[config.mk]
export PLATFORM = sky130hd
export DESIGN_NAME = registro_digitos_param
export DESIGN_NICKNAME = d
export VERILOG_FILES = /design/src/rtl/registro_digitos_param.sv
export SDC_FILE = /design/constraint.sdc
export NUM_CORES = 1
export LEC_CHECK = 0
export ABC_CLOCK_PERIOD_IN_PS = 5600
export CAP_MARGIN = 0
export CORE_MARGIN = 2
export CORE_UTILIZATION = 52
export DETAILED_ROUTE_END_ITERATION = 6
export GPL_TIMING_DRIVEN = 0
export PLACE_DENSITY = 0.95
export RECOVER_POWER = 100
export SLEW_MARGIN = 30
export SYNTH_ARGS = -nofsm -noshare
export SYNTH_HDL_FRONTEND = slang
export SYNTH_SLANG_ARGS = --single-unit
[constraint.sdc]
create_clock -name clk -period 5.6 [get_ports clk]
set_clock_uncertainty 0.15 [all_clocks]
set_input_delay 1.4 -clock clk [delete_from_list [all_inputs] [get_ports clk]]
set_output_delay 1.4 -clock clk [all_outputs]
set_load 0.02 [all_outputs]
[src/rtl/registro_digitos_param.sv]
// Keypad digit-entry buffer: N slots of W bits with backspace, clear, enter-to-latch
// and a selectable full-buffer policy. Slot 0 always holds the newest digit.
module registro_digitos_param #(
  parameter int N          = 4,
  parameter int W          = 5,
  parameter int BLANK      = 16,
  parameter int MAX_DIGIT  = 16,
  parameter int KEY_BKSP   = 17,
  parameter int KEY_CLR    = 18,
  parameter int KEY_ENT    = 19,
  parameter int OVERWRITE  = 1,
  parameter int CLR_ON_ENT = 1
) (
  input  logic                   clk,
  input  logic                   reset,
  input  logic                   evento_tecla,
  input  logic [W-1:0]           tecla,
  output logic [N*W-1:0]         registro_flat,
  output logic [$clog2(N+1)-1:0] cuenta,
  output logic                   lleno,
  output logic [N*W-1:0]         valor_flat,
  output logic                   valor_valido,
  output logic                   desborde
);

  localparam int CW = $clog2(N+1);
  localparam logic [W-1:0]  BLANK_C = W'(BLANK);
  localparam logic [W-1:0]  DIG_C   = W'(MAX_DIGIT);
  localparam logic [W-1:0]  BKSP_C  = W'(KEY_BKSP);
  localparam logic [W-1:0]  CLR_C   = W'(KEY_CLR);
  localparam logic [W-1:0]  ENT_C   = W'(KEY_ENT);
  localparam logic [CW-1:0] N_C     = CW'(N);

  logic [N*W-1:0] all_blank;
  logic [N*W-1:0] registro_n;
  logic [N*W-1:0] valor_n;
  logic [CW-1:0]  cuenta_n;
  logic           valor_valido_n;
  logic           desborde_n;

  always_comb begin
    for (int k = 0; k < N; k++) all_blank[k*W +: W] = BLANK_C;
  end

  // Next-state decode: at most one key action per cycle
  always_comb begin
    registro_n     = registro_flat;
    valor_n        = valor_flat;
    cuenta_n       = cuenta;
    valor_valido_n = 1'b0;
    desborde_n     = 1'b0;
    if (evento_tecla) begin
      if (tecla < DIG_C) begin
        if (cuenta != N_C || OVERWRITE != 0) begin
          for (int k = N-1; k >= 1; k--) registro_n[k*W +: W] = registro_flat[(k-1)*W +: W];
          registro_n[0 +: W] = tecla;
        end
        if (cuenta != N_C) cuenta_n = cuenta + CW'(1);
        else               desborde_n = 1'b1;
      end else if (tecla == BKSP_C) begin
        if (cuenta != '0) begin
          for (int k = 0; k < N-1; k++) registro_n[k*W +: W] = registro_flat[(k+1)*W +: W];
          registro_n[(N-1)*W +: W] = BLANK_C;
          cuenta_n = cuenta - CW'(1);
        end
      end else if (tecla == CLR_C) begin
        registro_n = all_blank;
        cuenta_n   = '0;
      end else if (tecla == ENT_C) begin
        if (cuenta != '0) begin
          valor_n        = registro_flat;
          valor_valido_n = 1'b1;
          if (CLR_ON_ENT != 0) begin
            registro_n = all_blank;
            cuenta_n   = '0;
          end
        end
      end
    end
  end

  // Register stage: reset discards any entry and suppresses strobes
  always_ff @(posedge clk) begin
    if (!reset) begin
      registro_flat <= all_blank;
      valor_flat    <= all_blank;
      cuenta        <= '0;
      lleno         <= 1'b0;
      valor_valido  <= 1'b0;
      desborde      <= 1'b0;
    end else begin
      registro_flat <= registro_n;
      valor_flat    <= valor_n;
      cuenta        <= cuenta_n;
      lleno         <= (cuenta_n == N_C);
      valor_valido  <= valor_valido_n;
      desborde      <= desborde_n;
    end
  end

endmodule
==> flow_summary_export.csv, run 1 <==
group,metric,value,unit
power,ir_worst_vdd,196,uV
clock_network,cts_inserted_buffers,5,
critical_path,crit_arrival,3.87,ns
synth,yosys.area_share.adder,2.37,%
sta,period_share,68.8,%
power,share_seq_of_total_power,51.1,%
clock_network,post_cts_buffers,0,
grt,gr-total-overflow,0,
final_layout,drive_gt1_share,5.43,%
synth,async_reset_ff_share,0,%
power,power.share.switching,25.6,%
synth,yosys.area.top_type,"dfxtp_1",
min_path,hp-start,"valor_flat[4]",
placement,gp_congestion,0.842,
synth,avgSynthCellArea,9.72,um^2
clock_network,ctsResizeCount,0,
clock_network,cts_tree,"built",
sta,finalSetupTns,0,ns
synth,netlist.area_leader.share,43.7,%
synth,synth-compound-area-share,15.4,%
final_layout,n_antenna_cell,0,
clock_network,cts.sinks,46,
grt,grt_pass1_wl,8010,um
clock_network,insertion_delay,0.30,ns
synth,synthMuxAreaShare,10.5,%
floorplanning,initial_core_util,53.5,%
power,switching_power,174,uW
route,drc,0,
synth,synth_seq_area_share,43.7,%
clock_network,path_clk_slew,0.08,ns
sta,setup_viol,0,
floorplanning,die_height,67.7,um
run,max_cap_viol_count,0,
power,pwr-share-clk,35.7,%
min_path,hold_path.class,"flop to flop",
clock_network,holdBufCountCts,0,
synth,synth_area_leaders,"dfxtp_1, mux2i_1, nor2b_1",
synth,syn_inst,217,
synth,synthFlopType,"dfxtp_1",
sta,fmax,260,MHz
final_layout,finalNetCount,287,
route,antenna_left,0,
route,wirelength,4990,um
clock_network,cts-root-buf,"clkbuf_8",
power,p_leak,1.21,nW
synth,yosys.area_share.simple,21.7,%
critical_path,r2r_start,"cuenta[0]",
critical_path,endpoint_kind,"flop",
critical_path,cp-start-kind,"input pin",
placement,dpl_cell_area,0.00268,mm^2
sta,layout_min_cycle_time,3.85,ns
clock_network,htreeDepth,2,
sta,timing.slew.headroom,28.6,%
route,via_per_inst,5.64,
power,p_per_area,249,mW/mm^2
synth,synth_xor_xnor_area_share,0.415,%
status,status,"finished, final reports clean",
grt,grt_start_max_net_pins,15,
final_layout,design_area,0.00274,mm^2
synth,yosys_warnings,0,
sta,hold_viol,0,
synth,yosysMostFrequentCell,"dfxtp_1",
synth,synth_top_family_by_area,"simple AND/OR/NAND/NOR gates",
sta,slew_viol_final,0,
floorplanning,fp-row-count,23,
synth,syn_nets,229,
critical_path,required,5.62,ns
final_layout,n_fill_cell,332,
floorplanning,coreArea,0.00394,mm^2
synth,ys_ff_latch,46,
critical_path,critPathKind,"input pin to flop",
sta,worstMarginPinSlew,1.06,ns
floorplanning,ios,54,
floorplanning,die_area,0.00458,mm^2
clock_network,cts_buffer_depth,2,
floorplanning,die_x,67.7,um
power,intPower,508,uW
synth,netlist_area,0.00211,mm^2
synth,synth_edf_count,0,
grt,track_usage,23.3,%
route,drt_iter0_drc,104,
route,drt_pre_antenna_iters,4,
placement,io_buffers,51,
critical_path,cp_max_fo,10,
route,wl_per_cell,15.3,um
placement,hpwl,3550,um
route,dr_total_vias,1840,
sta,grt_setup_unrepaired,"false",
grt,grt_pass1_vias,1666,
final_layout,syn2layout_area_growth,29.9,%
synth,synth_common_cells,"dfxtp_1, mux2i_1, nand2_1, nor2b_1, nor2_1",
power,pwr-share-comb,13.3,%
critical_path,critPathLaunch,"tecla[0]",
synth,yosys.cell_types.count,45,
grt,antenna_found_initial,0,
-- state kept, by name, indices dropped and copies added, names as in the netlist --
signal,cells
registro_flat,20
valor_flat,20
cuenta,3
desborde,1
lleno,1
valor_valido,1
-- routing by layer --
layer,share of wire [%],global-route usage (%)
met5,0,0
met4,1.0,8.42
met3,5.5,5.17
met2,50,40.7
met1,43,27.8
-- power groups by stage --
stage	clock network, mW	logic [mW]	registers [mW]
after floorplan	0	0.0514	0.364
after global routing	0.259	0.0985	0.350
after detailed placement	0	0.0982	0.356
after global placement	0	0.0954	0.356
final	0.243	0.0906	0.349
after CTS	0.245	0.0989	0.349
-- final cells by class --
| class | count | area, um^2 | share of cell area, % |
|---|---|---|---|
| Multi-Input combinational cell | 147 | 1030 | 37.8 |
| Clock inverter | 2 | 37.5 | 1.37 |
| Tap cell | 50 | 62.6 | 2.29 |
| Timing Repair Buffer | 51 | 510 | 18.6 |
| Clock buffer | 6 | 72.6 | 2.65 |
| Sequential cell | 46 | 921 | 33.6 |
| Buffer | 17 | 73.8 | 2.70 |
| Inverter | 7 | 26.3 | 0.960 |
-- final timing paths --
path / cells after the start / to / slack [ns]
min: 2 / valor_flat[4] / 0.35
max: 7 / registro_flat[19] / 1.75
max reg2reg: 9 / registro_flat[19] / 2.51
min reg2reg: 2 / valor_flat[4] / 0.35
-- metrics by stage --
| stage | total power [mW] | worst slack (ns) | utilization, % | hold slack (ns) | cells |
|---|---|---|---|---|---|
| floorplan | 0.415 | 2.69 | - | 0.404 | 217 |
| global placement | 0.451 | 2.04 | 68.0 | 0.305 | 318 |
| detailed placement | 0.455 | 2.03 | 68.0 | 0.317 | 318 |
| CTS | 0.693 | 2.32 | 70.8 | 0.354 | 326 |
| global route | 0.708 | 1.55 | 69.4 | 0.359 | 326 |
| finish | 0.683 | 1.75 | 69.4 | 0.349 | 326 |
-- worst max-delay path, cell delays in order --
cell and delay [ns]:
dlygate4sd3_1 0.70, nor2_2 0.07, a2111oi_0 0.52, o21ai_0 0.48, clkbuf_1 0.37, nor3_1 0.23, o21ai_0 0.11
-- cells in the final DEF, fill, tap and decap left out, drive strengths merged, types with 2 or more instances in the layout --
cell type	count
nor3b	11
dlygate4sd3	49
a22o	2
buf	2
or3	2
nor3	3
a221oi	10
nand3	8
clkdlybuf4s50	2
o211a	2
dfxtp	46
nand2b	2
o21ai	4
a21boi	5
o221ai	4
nand2	20
o2bb2ai	2
nor2	13
nor2b	17
and2	2
clkbuf	21
inv	6
mux2i	21
ha	4
-- cell families after synthesis --
logic type,Yosys count
adder cells (fa/ha/maj),4
AO/OA/AOI/OAI,38
flip-flops,46
multiplexers,22
XOR/XNOR,1
buffers and inverters,24
AND/OR/NAND/NOR,82
Note: power is estimated with default switching activity, not from simulation.
==> inputs of run 2 (changes only) <==
Settings changed: ABC_CLOCK_PERIOD_IN_PS 5600 to 4000, CORE_UTILIZATION 52 to 48, PLACE_DENSITY 0.95 to 0.9.
Clock period 5.6 ns to 4 ns, I/O delays scaled along.
==> run 2 against run 1 <==
  * Core utilization fell by 4.4 points
  * Highest routed layer unchanged
  * Flip-flop and latch count did not move
  * First-iteration DRC count increased by 11%
  * Global-route usage down 2.5 points
  * Critical path type unchanged
  * Cell area rose by 2.1%
==> flow_summary_export.csv, run 2 (synthesized netlist as in run 1, its figures left out) <==
group,metric,value,unit
final_layout,multiInputGateArea,0.00104,mm^2
critical_path,critPathKind,"input pin to flop",
route,dr_total_vias,1869,
critical_path,endpoint_kind,"flop",
floorplanning,initial_core_util,49.1,%
sta,worstMarginPinSlew,0.756,ns
clock_network,cts.sinks,46,
run,max_cap_viol_count,0,
floorplanning,die_area,0.00494,mm^2
critical_path,cp_max_fo,10,
grt,grt_pass1_vias,1695,
final_layout,finalNetCount,287,
clock_network,cts_inserted_buffers,5,
clock_network,cts-root-buf,"clkbuf_8",
clock_network,ctsResizeCount,0,
grt,antenna_found_initial,0,
final_layout,reg.largest.list,"registro_flat: 20 flops, valor_flat: 20 flops, cuenta: 3 flops",
min_path,hold_path.class,"flop to flop",
grt,gr-total-overflow,0,
placement,hpwl,3530,um
final_layout,fin_util,65.1,%
final_layout,n_fill_cell,362,
final_layout,final_common_cell,"dlygate4sd3_1",
route,wl_met1,2240,um
route,wirelength,5090,um
power,p_leak,1.24,nW
placement,gp_congestion,0.896,
floorplanning,coreArea,0.00429,mm^2
sta,setup_viol,0,
power,p_per_area,374,mW/mm^2
final_layout,syn2layout_area_growth,32.5,%
final_layout,mostFrequentLayoutCells,"dlygate4sd3_1, dfxtp_1, mux2i_1",
placement,io_buffers,51,
sta,grt_setup_unrepaired,"false",
route,drt_pre_antenna_iters,5,
clock_network,cts_buffer_depth,2,
grt,grt_pass1_wl,8230,um
route,wl_per_cell,15.5,um
route,wl_met3,449,um
sta,timing.slew.headroom,48.3,%
sta,finalSetupTns,0,ns
clock_network,insertion_delay,0.30,ns
route,drc,0,
route,antenna_left,0,
grt,track_usage,20.8,%
route,met2_length,2340,um
clock_network,cts_tree,"built",
critical_path,cp-start-kind,"input pin",
final_layout,regArea,921,um^2
route,routed.top_layer,"met4",
critical_path,crit_arrival,3.45,ns
sta,period_share,84.7,%
clock_network,htreeDepth,2,
floorplanning,ios,54,
power,ir_worst_vdd,327,uV
sta,hold_viol,0,
route,drt_iter0_drc,115,
route,via_per_inst,5.70,
floorplanning,die_height,70.3,um
floorplanning,die_x,70.3,um
clock_network,path_clk_slew,0.09,ns
final_layout,n_antenna_cell,0,
status,status,"finished, final reports clean",
floorplanning,fp-row-count,24,
final_layout,drive_gt1_share,7.25,%
sta,slew_viol_final,0,
clock_network,post_cts_buffers,0,
power,finalPower,1.05,mW
grt,grt_start_max_net_pins,15,
critical_path,required,4.06,ns
clock_network,holdBufCountCts,0,
sta,fmax,295,MHz
sta,layout_min_cycle_time,3.39,ns
[run 2: layout make-up]
type | count | share of cell area [%]
clock buffer | 6 | 2.96
sequential | 46 | 33.0
multi-input combinational | 147 | 37.3
timing repair buffer | 51 | 18.3
clock inverter | 2 | 2.15
inverter | 7 | 0.940
tap | 52 | 2.33
buffer | 17 | 3.09
[run 2: worst paths after layout]
kind,start,to,slack (ns),cells past startpoint
min reg2reg,valor_flat[14],valor_flat[14],0.32,2
max,tecla[0],registro_flat[7],0.61,8
max reg2reg,cuenta[0],registro_flat[7],0.95,10
min,valor_flat[14],valor_flat[14],0.32,2
[run 2: report_power, final]
part           leakage [nW]  total [mW]  internal, mW  switching [mW]
logic                 0.795       0.130        0.0564          0.0740
clock network        0.0714       0.427         0.266           0.161
registers             0.374       0.489         0.471          0.0181
total                  1.24        1.05         0.793           0.253
[run 2: routing by layer]
| layer | GRT usage (%) | vias up |
|---|---|---|
| met5 | 0 | - |
| met4 | 7.05 | 0 |
| met3 | 5.05 | 7 |
| met2 | 32.7 | 88 |
| met1 | 28.0 | 882 |
| li1 | - | 892 |
[run 2: critical path: stages]
cell	delay [ns]
dlygate4sd3_1	0.71
nor2_2	0.06
a2111oi_0	0.69
o21a_1	0.18
clkbuf_1	0.33
buf_8	0.19
nor2_1	0.05
nor3b_1	0.23
[run 2: stage by stage]
| step | hold slack (ns) | area, um^2 | std cells | worst slack (ns) |
|---|---|---|---|---|
| after floorplan | 0.404 | 2110 | 217 | 1.49 |
| after global placement | 0.304 | 2680 | 320 | 0.848 |
| after detailed placement | 0.311 | 2680 | 320 | 0.836 |
| after CTS | 0.331 | 2830 | 328 | 1.14 |
| after global routing | 0.344 | 2790 | 328 | 0.544 |
| final | 0.324 | 2790 | 328 | 0.614 |
==> inputs of run 3 (changes only) <==
Settings changed: ABC_CLOCK_PERIOD_IN_PS 4000 to 3100, CORE_UTILIZATION 48 to 44, PLACE_DENSITY 0.9 to 0.87.
Clock period 4 ns to 3.1 ns, I/O delays scaled along.
==> run 3 against run 2 <==
  * Total power grew 19%
  * Largest cell class unchanged
  * Sequential power grew 29%
  * Clock power grew 4%
  * Worst setup slack lost 0.35 ns
  * Register-to-register slack lost 0.45 ns
  * Final cell count grew 0.61%
  * Via count shrank 0.21%
  * Flip-flop and latch count is the same
  * Hold slack lost 0.0050 ns
  * Clock-buffer cell count is the same
  * Core utilization shrank 5.2 points
==> flow_summary_export.csv, run 3 (synthesized netlist as in run 1, its figures left out) <==
group,metric,value,unit
status,status,"finished, final reports clean",
clock_network,ctsResizeCount,0,
route,antenna_left,0,
route,wl_met3,375,um
clock_network,holdBufCountCts,0,
sta,holdWs,0.319,ns
grt,track_usage,20.6,%
final_layout,mostFrequentLayoutCells,"dlygate4sd3_1, dfxtp_1, mux2i_1",
clock_network,cts_inserted_buffers,5,
critical_path,critical_path.top_delay_family,"buffers and inverters",
critical_path,required,3.18,ns
sta,worstMarginPinSlew,0.652,ns
sta,setup_viol,0,
floorplanning,ios,54,
critical_path,crit_slowest_cell,"dlygate4sd3_1",
sta,slew_viol_final,0,
floorplanning,die_area,0.00536,mm^2
route,drt_pre_antenna_iters,5,
sta,period_share,91.3,%
critical_path,crit_buf_inv,2,
clock_network,cts_buffer_depth,2,
clock_network,cts-root-buf,"clkbuf_8",
floorplanning,initial_core_util,45.2,%
route,routed.top_layer,"met4",
final_layout,stdcell_count,330,
route,wl_per_cell,15.2,um
final_layout,fin_util,59.9,%
placement,gp_congestion,0.873,
route,drc,0,
route,drt_iter0_drc,100,
placement,post-place-cells,322,
clock_network,insertion_delay,0.31,ns
floorplanning,fp-row-count,25,
critical_path,critPathKind,"input pin to flop",
critical_path,cp-start-kind,"input pin",
route,met2_length,2310,um
final_layout,design_area,0.00279,mm^2
grt,grt_pass1_wl,8450,um
clock_network,htreeDepth,2,
sta,finalSetupTns,0,ns
power,p_leak,1.23,nW
floorplanning,die_x,73.2,um
clock_network,cts.sinks,46,
run,max_cap_viol_count,0,
route,dr_total_vias,1865,
final_layout,drive_gt1_share,8.33,%
final_layout,n_fill_cell,415,
final_layout,syn2layout_area_growth,32.4,%
placement,dpl_cell_area,0.00269,mm^2
critical_path,cp_max_fo,10,
grt,gr-total-overflow,0,
floorplanning,die_height,73.2,um
final_layout,n_antenna_cell,0,
sta,timing.slew.headroom,56.2,%
route,wl_met1,2190,um
grt,grt_start_max_net_pins,15,
route,wirelength,5000,um
placement,hpwl,3500,um
route,via_per_inst,5.65,
power,ir_worst_vdd,252,uV
clock_network,post_cts_buffers,0,
sta,layout_min_cycle_time,2.83,ns
clock_network,path_clk_slew,0.09,ns
final_layout,finalNetCount,287,
sta,hold_viol,0,
critical_path,endpoint_kind,"flop",
critical_path,crit_chain,"dlygate4sd3_1, nor2_2, a2111oi_4, o21ai_1, buf_2, a221oi_1, nor3b_1",
power,p_per_area,447,mW/mm^2
floorplanning,coreArea,0.00466,mm^2
placement,place_ws,0.148,ns
clock_network,cts_tree,"built",
min_path,hold_path.class,"flop to flop",
final_layout,final_common_cell,"dlygate4sd3_1",
sta,fmax,353,MHz
placement,io_buffers,51,
grt,antenna_found_initial,0,
grt,grt_pass1_vias,1739,
critical_path,crit_arrival,2.92,ns
critical_path,crit_path_max_incr_delay,0.67,ns
sta,setup_slack,0.269,ns
power,finalPower,1.25,mW
final_layout,reg.largest.list,"registro_flat: 20 flops, valor_flat: 20 flops, cuenta: 3 flops",
sta,grt_setup_unrepaired,"false",
run 3: cell types whose count changed in the layout (fill, tap and decap cells not counted), sizes merged:
cell      before  now
clkbuf        19   16
bufinv         2    1
buf            4    7
clkinvlp       0    1
run 3: tightest hold or removal path: stages, from the launching register on:
cell     delay [ns]
dfxtp_1        0.32
mux2i_1        0.06
nand2_1        0.05
run 3: routing by layer:
metal	track usage [%]	vias to the layer above
met5	0	-
met1	26.7	876
met2	31.4	84
li1	-	892
met3	4.83	13
met4	11.1	0
run 3: layout make-up:
class	instances	area, um^2	share of cell area [%]
multi-input cells	147	1060	38.0
flip-flops and latches	46	921	33.0
repair buffers	51	510	18.3
plain buffers	17	96.3	3.45
clock buffers	6	72.6	2.60
well taps	54	67.6	2.42
clock inverters	2	37.5	1.34
inverters	7	26.3	0.941
run 3: where the power goes:
| group | leakage, nW | internal (mW) | switching, mW |
|---|---|---|---|
| clock network | 0.0514 | 0.241 | 0.204 |
| registers | 0.374 | 0.607 | 0.0228 |
| logic | 0.804 | 0.0755 | 0.0974 |
| total | 1.23 | 0.923 | 0.324 |
run 3: worst paths after layout:
path	startpoint	slack, ns	cells after the start	endpoint
hold reg to reg	valor_flat[9]	0.32	2	valor_flat[9]
hold / removal	valor_flat[9]	0.32	2	valor_flat[9]
setup reg to reg	cuenta[0]	0.50	9	registro_flat[8]
setup / recovery	tecla[0]	0.27	7	registro_flat[8]
